[src/rtl/seven_seg_pkg.sv]
// Shared widths and segment patterns for the 7-segment scan controller.
// Segment order is {a,b,c,d,e,f,g}, active-high.
package seven_seg_pkg;

  localparam int DIGIT_W = 4;
  localparam int SEG_W   = 7;

  localparam logic [SEG_W-1:0] SEG_BLANK = 7'b0000000;
  localparam logic [SEG_W-1:0] SEG_DASH  = 7'b0000001;

  localparam logic [SEG_W-1:0] GLYPH_0 = 7'b1111110;
  localparam logic [SEG_W-1:0] GLYPH_1 = 7'b0110000;
  localparam logic [SEG_W-1:0] GLYPH_2 = 7'b1101101;
  localparam logic [SEG_W-1:0] GLYPH_3 = 7'b1111001;
  localparam logic [SEG_W-1:0] GLYPH_4 = 7'b0110011;
  localparam logic [SEG_W-1:0] GLYPH_5 = 7'b1011011;
  localparam logic [SEG_W-1:0] GLYPH_6 = 7'b1011111;
  localparam logic [SEG_W-1:0] GLYPH_7 = 7'b1110000;
  localparam logic [SEG_W-1:0] GLYPH_8 = 7'b1111111;
  localparam logic [SEG_W-1:0] GLYPH_9 = 7'b1111011;

endpackage

[src/rtl/_7_seg_display.sv]
// Combinational BCD-to-segment decoder shared by every digit slot.
// Non-decimal nibbles show a dash so corrupted values stay visible.
module _7_seg_display
  import seven_seg_pkg::*;
(
  input  logic [DIGIT_W-1:0] bcd,
  output logic [SEG_W-1:0]   seg
);

  always_comb begin
    seg = SEG_DASH;
    case (bcd)
      4'd0: seg = GLYPH_0;
      4'd1: seg = GLYPH_1;
      4'd2: seg = GLYPH_2;
      4'd3: seg = GLYPH_3;
      4'd4: seg = GLYPH_4;
      4'd5: seg = GLYPH_5;
      4'd6: seg = GLYPH_6;
      4'd7: seg = GLYPH_7;
      4'd8: seg = GLYPH_8;
      4'd9: seg = GLYPH_9;
      default: seg = SEG_DASH;
    endcase
  end

endmodule

[src/rtl/seven_seg_scan_ctrl.sv]
// Time-multiplexed N-digit 7-segment scan controller with ghost blanking,
// leading-zero suppression and a frame-synchronous load handshake.
module seven_seg_scan_ctrl
  import seven_seg_pkg::*;
#(
  parameter int NUM_DIGITS       = 4,
  parameter int REFRESH_DIV      = 50000,
  parameter int BLANK_CYCLES     = 2,
  parameter int ACTIVE_LOW_DIGIT = 1
) (
  input  logic                          clk,
  input  logic                          rst,
  input  logic                          load_valid,
  output logic                          load_ready,
  input  logic [DIGIT_W*NUM_DIGITS-1:0] load_value,
  input  logic                          lzs_en,
  output logic [SEG_W-1:0]              seg,
  output logic [NUM_DIGITS-1:0]         digit_en,
  output logic                          frame_done
);

  localparam int DIV_W = $clog2(REFRESH_DIV);
  localparam int IDX_W = $clog2(NUM_DIGITS);
  localparam logic [NUM_DIGITS-1:0] DIGIT_OFF = (ACTIVE_LOW_DIGIT != 0) ? '1 : '0;

  logic [DIV_W-1:0]              div_cnt;
  logic [IDX_W-1:0]              digit_idx;
  logic [DIGIT_W*NUM_DIGITS-1:0] disp_reg;
  logic [DIGIT_W*NUM_DIGITS-1:0] pend_reg;
  logic                          pending;
  logic                          ready_q;

  logic                  slot_end;
  logic                  frame_end;
  logic                  transfer;
  logic [DIGIT_W-1:0]    cur_nibble;
  logic [SEG_W-1:0]      dec_seg;
  logic [NUM_DIGITS-1:0] lead_zero;
  logic                  zero_run;
  logic                  suppress;
  logic [NUM_DIGITS-1:0] active_mask;
  logic [NUM_DIGITS-1:0] digit_on;

  // ready_q holds load_ready low for the first cycle after reset release
  assign load_ready = ready_q && !pending;
  assign transfer   = load_valid && load_ready;
  assign slot_end   = (div_cnt == DIV_W'(REFRESH_DIV - 1));
  assign frame_end  = slot_end && (digit_idx == IDX_W'(NUM_DIGITS - 1));

  assign cur_nibble = disp_reg[int'(digit_idx)*DIGIT_W +: DIGIT_W];

  _7_seg_display u_decoder (
    .bcd (cur_nibble),
    .seg (dec_seg)
  );

  // lead_zero[k] is set when digit k and every digit above it are zero
  always_comb begin
    lead_zero = '0;
    zero_run  = 1'b1;
    for (int k = NUM_DIGITS - 1; k > 0; k--) begin
      zero_run     = zero_run && (disp_reg[k*DIGIT_W +: DIGIT_W] == '0);
      lead_zero[k] = zero_run;
    end
  end

  assign suppress    = lzs_en && lead_zero[digit_idx];
  assign active_mask = NUM_DIGITS'(1) << digit_idx;
  assign digit_on    = (ACTIVE_LOW_DIGIT != 0) ? ~active_mask : active_mask;

  always_ff @(posedge clk) begin
    if (rst) begin
      div_cnt    <= '0;
      digit_idx  <= '0;
      disp_reg   <= '0;
      pend_reg   <= '0;
      pending    <= 1'b0;
      ready_q    <= 1'b0;
      seg        <= SEG_BLANK;
      digit_en   <= DIGIT_OFF;
      frame_done <= 1'b0;
    end else begin
      ready_q <= 1'b1;

      if (slot_end) begin
        div_cnt   <= '0;
        digit_idx <= (digit_idx == IDX_W'(NUM_DIGITS - 1)) ? '0 : digit_idx + 1'b1;
      end else begin
        div_cnt <= div_cnt + 1'b1;
      end

      // commit and accept are exclusive: one needs pending set, the other clear
      frame_done <= frame_end && pending;
      if (frame_end && pending) begin
        disp_reg <= pend_reg;
        pending  <= 1'b0;
      end else if (transfer) begin
        pend_reg <= load_value;
        pending  <= 1'b1;
      end

      if (int'(div_cnt) < BLANK_CYCLES) begin
        seg      <= SEG_BLANK;
        digit_en <= DIGIT_OFF;
      end else begin
        seg      <= suppress ? SEG_BLANK : dec_seg;
        digit_en <= digit_on;
      end
    end
  end

endmodule

[config.mk]
export PLATFORM = sky130hd
export DESIGN_NAME = seven_seg_scan_ctrl
export DESIGN_NICKNAME = d
export VERILOG_FILES = /design/src/rtl/seven_seg_pkg.sv /design/src/rtl/_7_seg_display.sv /design/src/rtl/seven_seg_scan_ctrl.sv
export SDC_FILE = /design/constraint.sdc
export NUM_CORES = 1
export LEC_CHECK = 0
export CORE_MARGIN = 2
export CORE_UTILIZATION = 60
export CTS_BUF_LIST = sky130_fd_sc_hd__clkbuf_8
export DETAILED_ROUTE_END_ITERATION = 7
export DONT_BUFFER_PORTS = 1
export PLACE_DENSITY_LB_ADDON = 0.08
export SYNTH_ARGS = -nofsm -noshare
export SYNTH_HDL_FRONTEND = slang
export SYNTH_SLANG_ARGS = --single-unit
[constraint.sdc]
create_clock -name clk -period 2.4 [get_ports clk]
set_input_delay 0.24 -clock clk [delete_from_list [all_inputs] [get_ports clk]]
set_output_delay 0.24 -clock clk [all_outputs]
set_load 0.01 [all_outputs]
==> run metrics, run 1 <==
core area 4320 um2; Pins Over Slew Limit 0; nets@finish 312; simple-gate portion of the synthesized area 0.215; Setup Skew 8.74 ps; P per Cell Area 686 nW/um2; dpl ws 496 ps; crit-path max FO 8; Ys Warns 0; Net Count, Synth between 300 and 400; clock sink count 64; top post-synthesis cells by area dfxtp_1, nand2_1, a22o_1; xor/xnor share of the synthesized area 0.0361; RSZ-0062 raised after global routing no; Ant. Diodes 0; Area Growth Syn to Fin 6.98%; port bufs 0; Syn Inst Count roughly 280; Post-Layout Cell Count 335; number of max-cap violations 0; TritonRoute pass-1 iters 4; setup TNS 0 ps; synth cell count leaders dfxtp_1, nand2_1, a21oi_1; Avg Cell Area, Syn 9.61 um2; Internal 0.00153 W; Post-CTS Hold Buffers 1; total grt overflow 0; Psw 0.000433 W; Post-route DRC 0; count of final hold-check violations 0; Seq cells post-synth 64; Vert. Die Dim 70.7 um; post-synthesis sequential area ratio 0.480; outcome finished, final reports clean; Worst Path Class, Setup reg -> reg; area leader, netlist dfxtp_1; wire per inst 14.8 um; CTS tree done; DP Wirelength 3.43 mm; fmax 516 MHz; H-tree Lvls 3; post-synthesis compound-gate area fraction 0.141; initial antenna violation count 0; Post-CTS Setup Bufs 0; gr usage total 0.220; antenna violation net count after detailed routing 0; endpoint class of the critical path flip-flop; WHS about 33 ps; Post-CTS Resized 0; CTS Buf Count 9; Clock power frac 0.396; mapped cell area between 2000 and 3000 um2; post-synthesis adder-cell area fraction 0.0515; Tcrit/Tclk final 0.808; post-synthesis mux area share 0.0375; largest net degree at the start of global routing 20; DR iter-0 viols 165; vias in the first global route 1823; top-count cell post-synth dfxtp_1; Hold WC Path Type in -> reg; min setup slack post-route 462 ps; worst skew pair latency approximately 340 ps; CP arrival 2150 ps; placer congestion estimate 0.780; Root Driver clkbuf_8; CP Launch Type flip-flop; Post-synth ARST share 0; total die area roughly 5000 um2; Worst-Margin Slew 722 ps; global-route wire length before repair 8.45 mm; clk buf depth 2; largest family of logic cells by synthesized area simple AND/OR/NAND/NOR gates; Via Count 1948; die width 70.7 um; Initial Util 0.618; number of flops mapped to enable cells by yosys 0; peak supply drop roughly 0.49 mV; share of layout cells above drive strength 1 0.0954; Cells after DPL 321; clock slew at reported path FFs 60 ps; Comb pwr share 0.036; Reg power frac 0.568; CP required 2610 ps; Slew headroom 0.517; switching share of total power 0.221; Yosys top cell area share 0.480; row count 24; total routed wirelength 4.96 mm; ys flop type dfxtp_1; Vias/cell between 5 and 6; final setup violation count 0; io pins 33; synth unique cells 42; Lkg Pwr 1.06 nW; Tmin final 1940 ps
[cell type report]
class                   instances  area, um2
clock buffers                  11        151
repair buffers                  5       40.0
fillers                       380       1470
multi-input cells             194       1280
well taps                      52       65.1
clock inverters                 2       8.76
flip-flops and latches         64       1280
inverters                       7       26.3
[power groups by stage]
stage / combinational (W) / clock (W) / sequential (W)
2_1_floorplan: 0.0000594 / 0 / 0.00113
3_3_place_gp: 0.0000652 / 0 / 0.00114
3_5_place_dp: 0.0000659 / 0 / 0.00114
4_1_cts: 0.0000725 / 0.000796 / 0.00111
5_1_grt: 0.0000828 / 0.000842 / 0.00112
6_report: 0.0000711 / 0.000776 / 0.00111
[worst max-delay path: stages (launching register included)]
cell and delay, ps:
dfxtp_1 390, buf_4 190, mux4_2 590, nand2_1 140, a21oi_1 90, a2111oi_1 410
[worst paths after layout]
kind                      start     endpoint  slack, ps  cells after the start
setup / recovery   digit_idx[0]       seg[3]        460                      5
hold / removal    load_value[5]  pend_reg[5]         30                      2
setup reg to reg   digit_idx[0]       seg[3]        460                      5
hold reg to reg      div_cnt[0]   div_cnt[0]        440                      1
[per-layer routing]
metal / vias to the layer above / GRT usage / part of all wire
met5: - / 0 / 0
met4: 0 / 0.126 / 0.032
met3: 13 / 0.0712 / 0.067
met2: 63 / 0.328 / 0.43
met1: 878 / 0.282 / 0.47
li1: 994 / - / -
[through the flow]
| stage | area, um2 | utilization | total power (W) |
|---|---|---|---|
| global route | 2860 | 0.661 | 0.00204 |
| finish | 2860 | 0.661 | 0.00196 |
| global placement | 2690 | 0.622 | 0.00120 |
| floorplan | 2670 | - | 0.00119 |
| CTS | 2860 | 0.661 | 0.00198 |
| detailed placement | 2690 | 0.622 | 0.00120 |
[cell families after synthesis]
kind of cell,after synthesis
XOR/XNOR,11
adder cells (fa/ha/maj),11
multiplexers,5
buffers and inverters,20
AO/OA/AOI/OAI,57
flip-flops,64
AND/OR/NAND/NOR,110
[cells in the final DEF, fill, tap and decap left out, drive strengths merged]
master        n
nand2        48
nor3          9
nor2b         1
nor2         14
o21a          3
inv           8
nand2b        2
nand4         6
dlygate4sd3   1
o31a          1
clkinv        1
buf           4
ha           11
dfxtp        64
a2111oi       1
o211ai        1
a21oi        24
a211oi        1
a22o         16
or2           1
a22oi         1
xnor2         5
o21ai         7
or4           1
and4          3
nand3         7
and3          5
mux2i         1
nor4          8
mux4          4
or3           3
o31ai         1
and2          2
xor2          6
clkbuf       11
a41oi         1
No activity file was read; power rests on OpenSTA's default activity.
==> run 2: changes to the inputs <==
--- a/config.mk
+++ b/config.mk
@@ -6,7 +6,7 @@
 export NUM_CORES = 1
 export LEC_CHECK = 0
 export CORE_MARGIN = 2
-export CORE_UTILIZATION = 60
+export CORE_UTILIZATION = 59
 export CTS_BUF_LIST = sky130_fd_sc_hd__clkbuf_8
 export DETAILED_ROUTE_END_ITERATION = 7
 export DONT_BUFFER_PORTS = 1
==> constraint.sdc (replaced) <==
create_clock -name clk -period 1.6 [get_ports clk]
set_input_delay 0.16 -clock clk [delete_from_list [all_inputs] [get_ports clk]]
set_output_delay 0.16 -clock clk [all_outputs]
set_load 0.01 [all_outputs]
==> run 2 against run 1 <==
Largest power group unchanged. Combinational power grew to 2.6 times the previous value. Count of clock-buffer cells in the layout is 1 lower. The flow now finishes with violations (setup timing). Routed wire length is 36% higher. Clock power is 78% higher. Worst setup slack worse by 650 ps.
==> run metrics, run 2 (same netlist as run 1, synthesis figures left out) <==
outcome finished with violations; failing checks setup timing; vias in the first global route 2290 (+26%); CP Launch Type flip-flop; TritonRoute pass-1 iters 5 (+1); Root Driver clkbuf_8; Psw 0.000755 W (+74%); Worst Path Class, Setup reg -> reg; CP required 1870 ps (-740 ps); Slew headroom 0.484 (-0.0339); clock slew at reported path FFs 70 ps (about the same); Min-Delay Endpoint digit_idx[0]; Area Growth Syn to Fin 38.4%; Ant. Diodes 0 (unchanged); Setup Skew 7.38 ps (-1.36 ps); Hold WC Path Type in -> reg; core area 4350 um2 (+0.69%); die width 71.3 um (+0.79%); Pins Over Slew Limit 0 (unchanged); hold path depth 2 (unchanged); endpoint class of the critical path flip-flop; peak supply drop 0.782 mV (+60%); worst r2r src digit_idx[0]; Tmin final 1790 ps (-151 ps); Lkg Pwr 1.47 nW (+39%); largest net degree at the start of global routing 20 (unchanged); Hold Startpoint rst; Via Count 2345 (+20%); gr usage total 0.271 (+0.0504); global-route wire length before repair 10.5 mm (+24%); Reg2Reg Capture Point seg[1]; Clock power frac 0.427 (+0.031); H-tree Lvls 3 (unchanged); P per Cell Area 876 nW/um2 (+28%); share of layout cells above drive strength 1 0.319 (+0.223); Cells after DPL 370 (+15%); CP arrival 2050 ps (-100 ps); RSZ-0062 raised after global routing yes; worst skew pair latency 350 ps (about the same); Post-route DRC 0 (unchanged); most frequent cells in the layout dfxtp_1, buf_4, nand2_1, a21oi_1, dlygate4sd3_1; Post-Layout Cell Count 413 (+23%); Vert. Die Dim 71.3 um (+0.79%); total routed wirelength 6.73 mm (+36%); R2R Setup Slk -190 ps (-650 ps); final setup violation count 19 (+19); wire per inst 16.3 um (+10%); CTS Buf Count 9 (unchanged); switching share of total power 0.233 (+0.0122); total grt overflow 0 (unchanged); Pwr Total 0.00324 W (+65%); number of max-cap violations 0 (unchanged); nets@finish 387 (+24%); Comb pwr share 0.057 (+0.021); Worst-Margin Slew 772 ps (+50.7 ps); clock sink count 64 (unchanged); final core utilization 0.849 (+0.188); fmax 560 MHz (+8.5%); Worst setup startpoint digit_idx[0]; initial antenna violation count 0 (unchanged); min setup slack post-route -187 ps (-649 ps); crit-path max FO 3 (-5); Internal 0.00248 W (+63%); io pins 33 (unchanged); total die area 5080 um2 (+1.6%); count of final hold-check violations 0 (unchanged); antenna violation net count after detailed routing 0 (unchanged); CTS tree done; Tcrit/Tclk final 1.12 (+0.309); Worst Reg2Reg Path Length in Cells 4 (-1); row count 24 (unchanged); Initial Util 0.614 (-0.00426); clk buf depth 2 (unchanged); DP Wirelength 4.09 mm (+19%); port bufs 0 (unchanged); placer congestion estimate 0.862 (+11%); Vias/cell 5.68 (-2.4%); leading cell type in the layout, fill and taps excluded dfxtp_1; Reg power frac 0.516 (-0.052); DR iter-0 viols 163 (-1.2%); # fillers 240 (-37%)
run 2: changes by cell type in the layout (fill, tap and decap cells not counted), sizes merged:
cell / change
buf: +56
dlygate4sd3: +18
clkinv: +2
bufinv: +1
clkinvlp: +1
run 2: power by group through the flow:
stage	combinational [W]	clock [W]	sequential (W)
floorplan	0.0000897	0	0.00170
global placement	0.000121	0	0.00170
detailed placement	0.000125	0	0.00171
CTS	0.000171	0.00138	0.00167
global route	0.000201	0.00145	0.00167
finish	0.000185	0.00138	0.00167
run 2: critical path, cell delays in order, from the launching register on:
cell and delay [ps]:
dfxtp_4 370, mux4_2 580, ha_4 200, or3_4 330, a211oi_2 220
run 2: worst max-delay path by stage:
stage	end
5_1_grt	seg[1]
6_report	seg[1]
2_1_floorplan	seg[1]
3_5_place_dp	seg[3]
4_1_cts	seg[1]
3_3_place_gp	seg[3]
run 2: metal layers:
metal	routed length, um	GRT usage	vias to the layer above	share of wire
met5	0	0	-	0
met4	181	0.151	0	0.027
met3	296	0.0492	16	0.044
met2	3330	0.445	71	0.49
met1	2920	0.336	1111	0.43
li1	-	-	1147	-
run 2: through the flow:
step	setup WS, ps	hold WS [ps]	area [um2]	TNS [ps]
floorplan	-205	274	2700	-985
global placement	-100	234	3110	-251
detailed placement	-192	237	3110	-497
CTS	-134	62.1	3600	-496
global route	-261	111	3700	-2120
finish	-187	89.5	3700	-890
run 2: cell type report:
class,count,area (um2),area share
tap,52,65.1,0.0176
clock buffer,10,138,0.0372
clock inverter,6,60.1,0.0162
inverter,7,28.8,0.00778
multi-input combinational,194,1400,0.379
sequential,64,1290,0.350
timing repair buffer,80,709,0.192
run 2: timing repair:
item | 4_1_cts | 5_1_grt
hold endpoints to repair | 24 | 0
cloned | 0 | 1
hold buffers | 19 | 0
gates resized for setup | 17 | 12
pin swaps | 8 | 4
endpoints found under the setup margin | 9 | 26
setup buffers | 3 | 4
==> run 3: changes to the inputs <==
--- a/config.mk
+++ b/config.mk
@@ -5,7 +5,6 @@
 export SDC_FILE = /design/constraint.sdc
 export NUM_CORES = 1
 export LEC_CHECK = 0
-export CORE_MARGIN = 2
 export CORE_UTILIZATION = 59
 export CTS_BUF_LIST = sky130_fd_sc_hd__clkbuf_8
 export DETAILED_ROUTE_END_ITERATION = 7
==> run 3 against run 2 <==
The flow still finishes with violations (setup timing). Clock power is essentially flat. Sequential power about the same. Final cell count shrank 1.5%. Die area is 5.5% lower. Critical path type unchanged.
==> run metrics, run 3 (same netlist as run 1, synthesis figures left out) <==
Reg power frac 0.516 (about the same); Hold WC Path Type in -> reg; Via Count 2336 (-0.38%); Ant. Diodes 0 (unchanged); Post-DP Area 3090 um2 (-0.72%); TritonRoute pass-1 iters 5 (unchanged); row count 24 (unchanged); WHS 67.7 ps (-21.8 ps); failing checks setup timing; Comb pwr share 0.054 (-0.003); DP Wirelength 4.20 mm (+2.5%); die width 69.3 um (-2.8%); Tmin final 1740 ps (-49.3 ps); Finished Cell Area 3620 um2 (-2.0%); fmax 576 MHz (+2.8%); leading cell type in the layout, fill and taps excluded dfxtp_1; dpl ws -233 ps (-40.7 ps); global-route wire length before repair 10.6 mm (+1.0%); clk buf depth 2 (unchanged); worst-path cell chain mux4_2 -> ha_4 -> or3_1 -> a211oi_2; Worst Path Class, Setup reg -> reg; Lkg Pwr 1.45 nW (-1.8%); Highest Signal Layer met4; CP required 1870 ps (about the same); share of layout cells above drive strength 1 0.310 (-0.00870); Vias/cell 5.74 (+1.1%); H-tree Lvls 3 (unchanged); Worst-Margin Slew 723 ps (-49.2 ps); antenna violation net count after detailed routing 0 (unchanged); Pins Over Slew Limit 0 (unchanged); io pins 33 (unchanged); total die area 4800 um2 (-5.5%); Slowest-stage cell, CP mux4_2; CP arrival 2010 ps (-40 ps); count of final hold-check violations 0 (unchanged); Initial Util 0.614 (unchanged); Internal 0.00248 W (-0.20%); min setup slack post-route -137 ps (+49.3 ps); worst skew pair latency 340 ps (about the same); placer congestion estimate 0.803 (-6.8%); wire length on met2 3.23 mm (-3.0%); CTS tree done; CP Launch Type flip-flop; endpoint class of the critical path flip-flop; # fillers 250 (+4.2%); gr usage total 0.284 (+0.0130); vias in the first global route 2233 (-2.5%); outcome finished with violations; Post-route DRC 0 (unchanged); switching share of total power 0.235 (+0.00160); number of max-cap violations 0 (unchanged); setup TNS -1290 ps (-396 ps); final setup violation count 23 (+4); RSZ-0062 raised after global routing yes; clock sink count 64 (unchanged); Pwr Total 0.00324 W (about the same); CTS Buf Count 9 (unchanged); Setup Skew 6.90 ps (-0.486 ps); Register Area 1290 um2 (about the same); crit-path max FO 4 (+1); Slew headroom 0.516 (+0.0329); family with the most delay on the worst path multiplexers; nets@finish 381 (-1.6%); WP buf/inv 0 (unchanged); Vert. Die Dim 69.3 um (-2.8%); Largest stage delay, worst path 560 ps (-20 ps); wire per inst 16.1 um (-0.89%); total grt overflow 0 (unchanged); clock slew at reported path FFs 70 ps (about the same); port bufs 0 (unchanged); most frequent cells in the layout dfxtp_1, buf_4, nand2_1, a21oi_1, dlygate4sd3_1; footprint of the multi-input gates 1380 um2 (-1.5%); Root Driver clkbuf_8; largest net degree at the start of global routing 20 (unchanged); DR iter-0 viols 135 (-17%); Clock power frac 0.430 (+0.003); initial antenna violation count 0 (unchanged); Met3 Wirelength 237 um (-20%); core area 4350 um2 (unchanged); total routed wirelength 6.57 mm (-2.3%); Area Growth Syn to Fin 35.6%; Psw 0.000760 W (+0.70%); P per Cell Area 894 nW/um2 (+2.1%); Tcrit/Tclk final 1.09 (-0.0308); peak supply drop 0.682 mV (-13%); DRT met1 WL 2.96 mm (+1.3%)
run 3: final cells by class:
type / count / area share
clock buffer: 10 / 0.0380
sequential: 64 / 0.358
tap: 52 / 0.0180
multi-input combinational: 194 / 0.381
timing repair buffer: 74 / 0.181
inverter: 7 / 0.00725
clock inverter: 6 / 0.0166
run 3: metal layers:
layer | vias up | global-route usage
li1 | 1132 | -
met1 | 1121 | 0.358
met2 | 68 | 0.478
met3 | 15 | 0.0465
met4 | 0 | 0.125
met5 | - | 0
run 3: worst register-to-register path, stage by stage, from the launching register on:
cell and delay [ps]:
dfxtp_4 380, mux4_2 570, ha_4 190, or3_1 360
a211oi_2 180
run 3: power by group through the flow:
stage               registers (W)  clock network [W]  logic (W)
finish                    0.00167            0.00139   0.000176
detailed placement        0.00171                  0   0.000123
global route              0.00167            0.00146   0.000195
CTS                       0.00167            0.00138   0.000172
global placement          0.00170                  0   0.000120
floorplan                 0.00170                  0  0.0000897
run 3: path summary, 6_finish.rpt:
path / start / to / slack, ps / cells after the start
worst max-delay path: digit_idx[0] / seg[1] / -140 / 4
worst min-delay path: rst / digit_idx[0] / 70 / 2
worst max register to register: digit_idx[0] / seg[1] / -140 / 4
worst min register to register: pend_reg[11] / pend_reg[11] / 460 / 2
run 3: repair_timing:
| action | 4_1_cts | 5_1_grt |
|---|---|---|
| gates cloned | 0 | 1 |
| hold buffers | 19 | 0 |
| gates resized for setup | 12 | 13 |
| buffers inserted | 1 | 3 |
| setup endpoints to repair | 24 | 25 |
| pin swaps | 4 | 7 |
| hold endpoints to repair | 24 | 0 |
run 3: per-stage QoR:
stage | utilization | cells
after floorplan | - | 278
after CTS | 0.812 | 403
after global placement | 0.709 | 367
final | 0.832 | 407
after global routing | 0.832 | 407
after detailed placement | 0.709 | 367
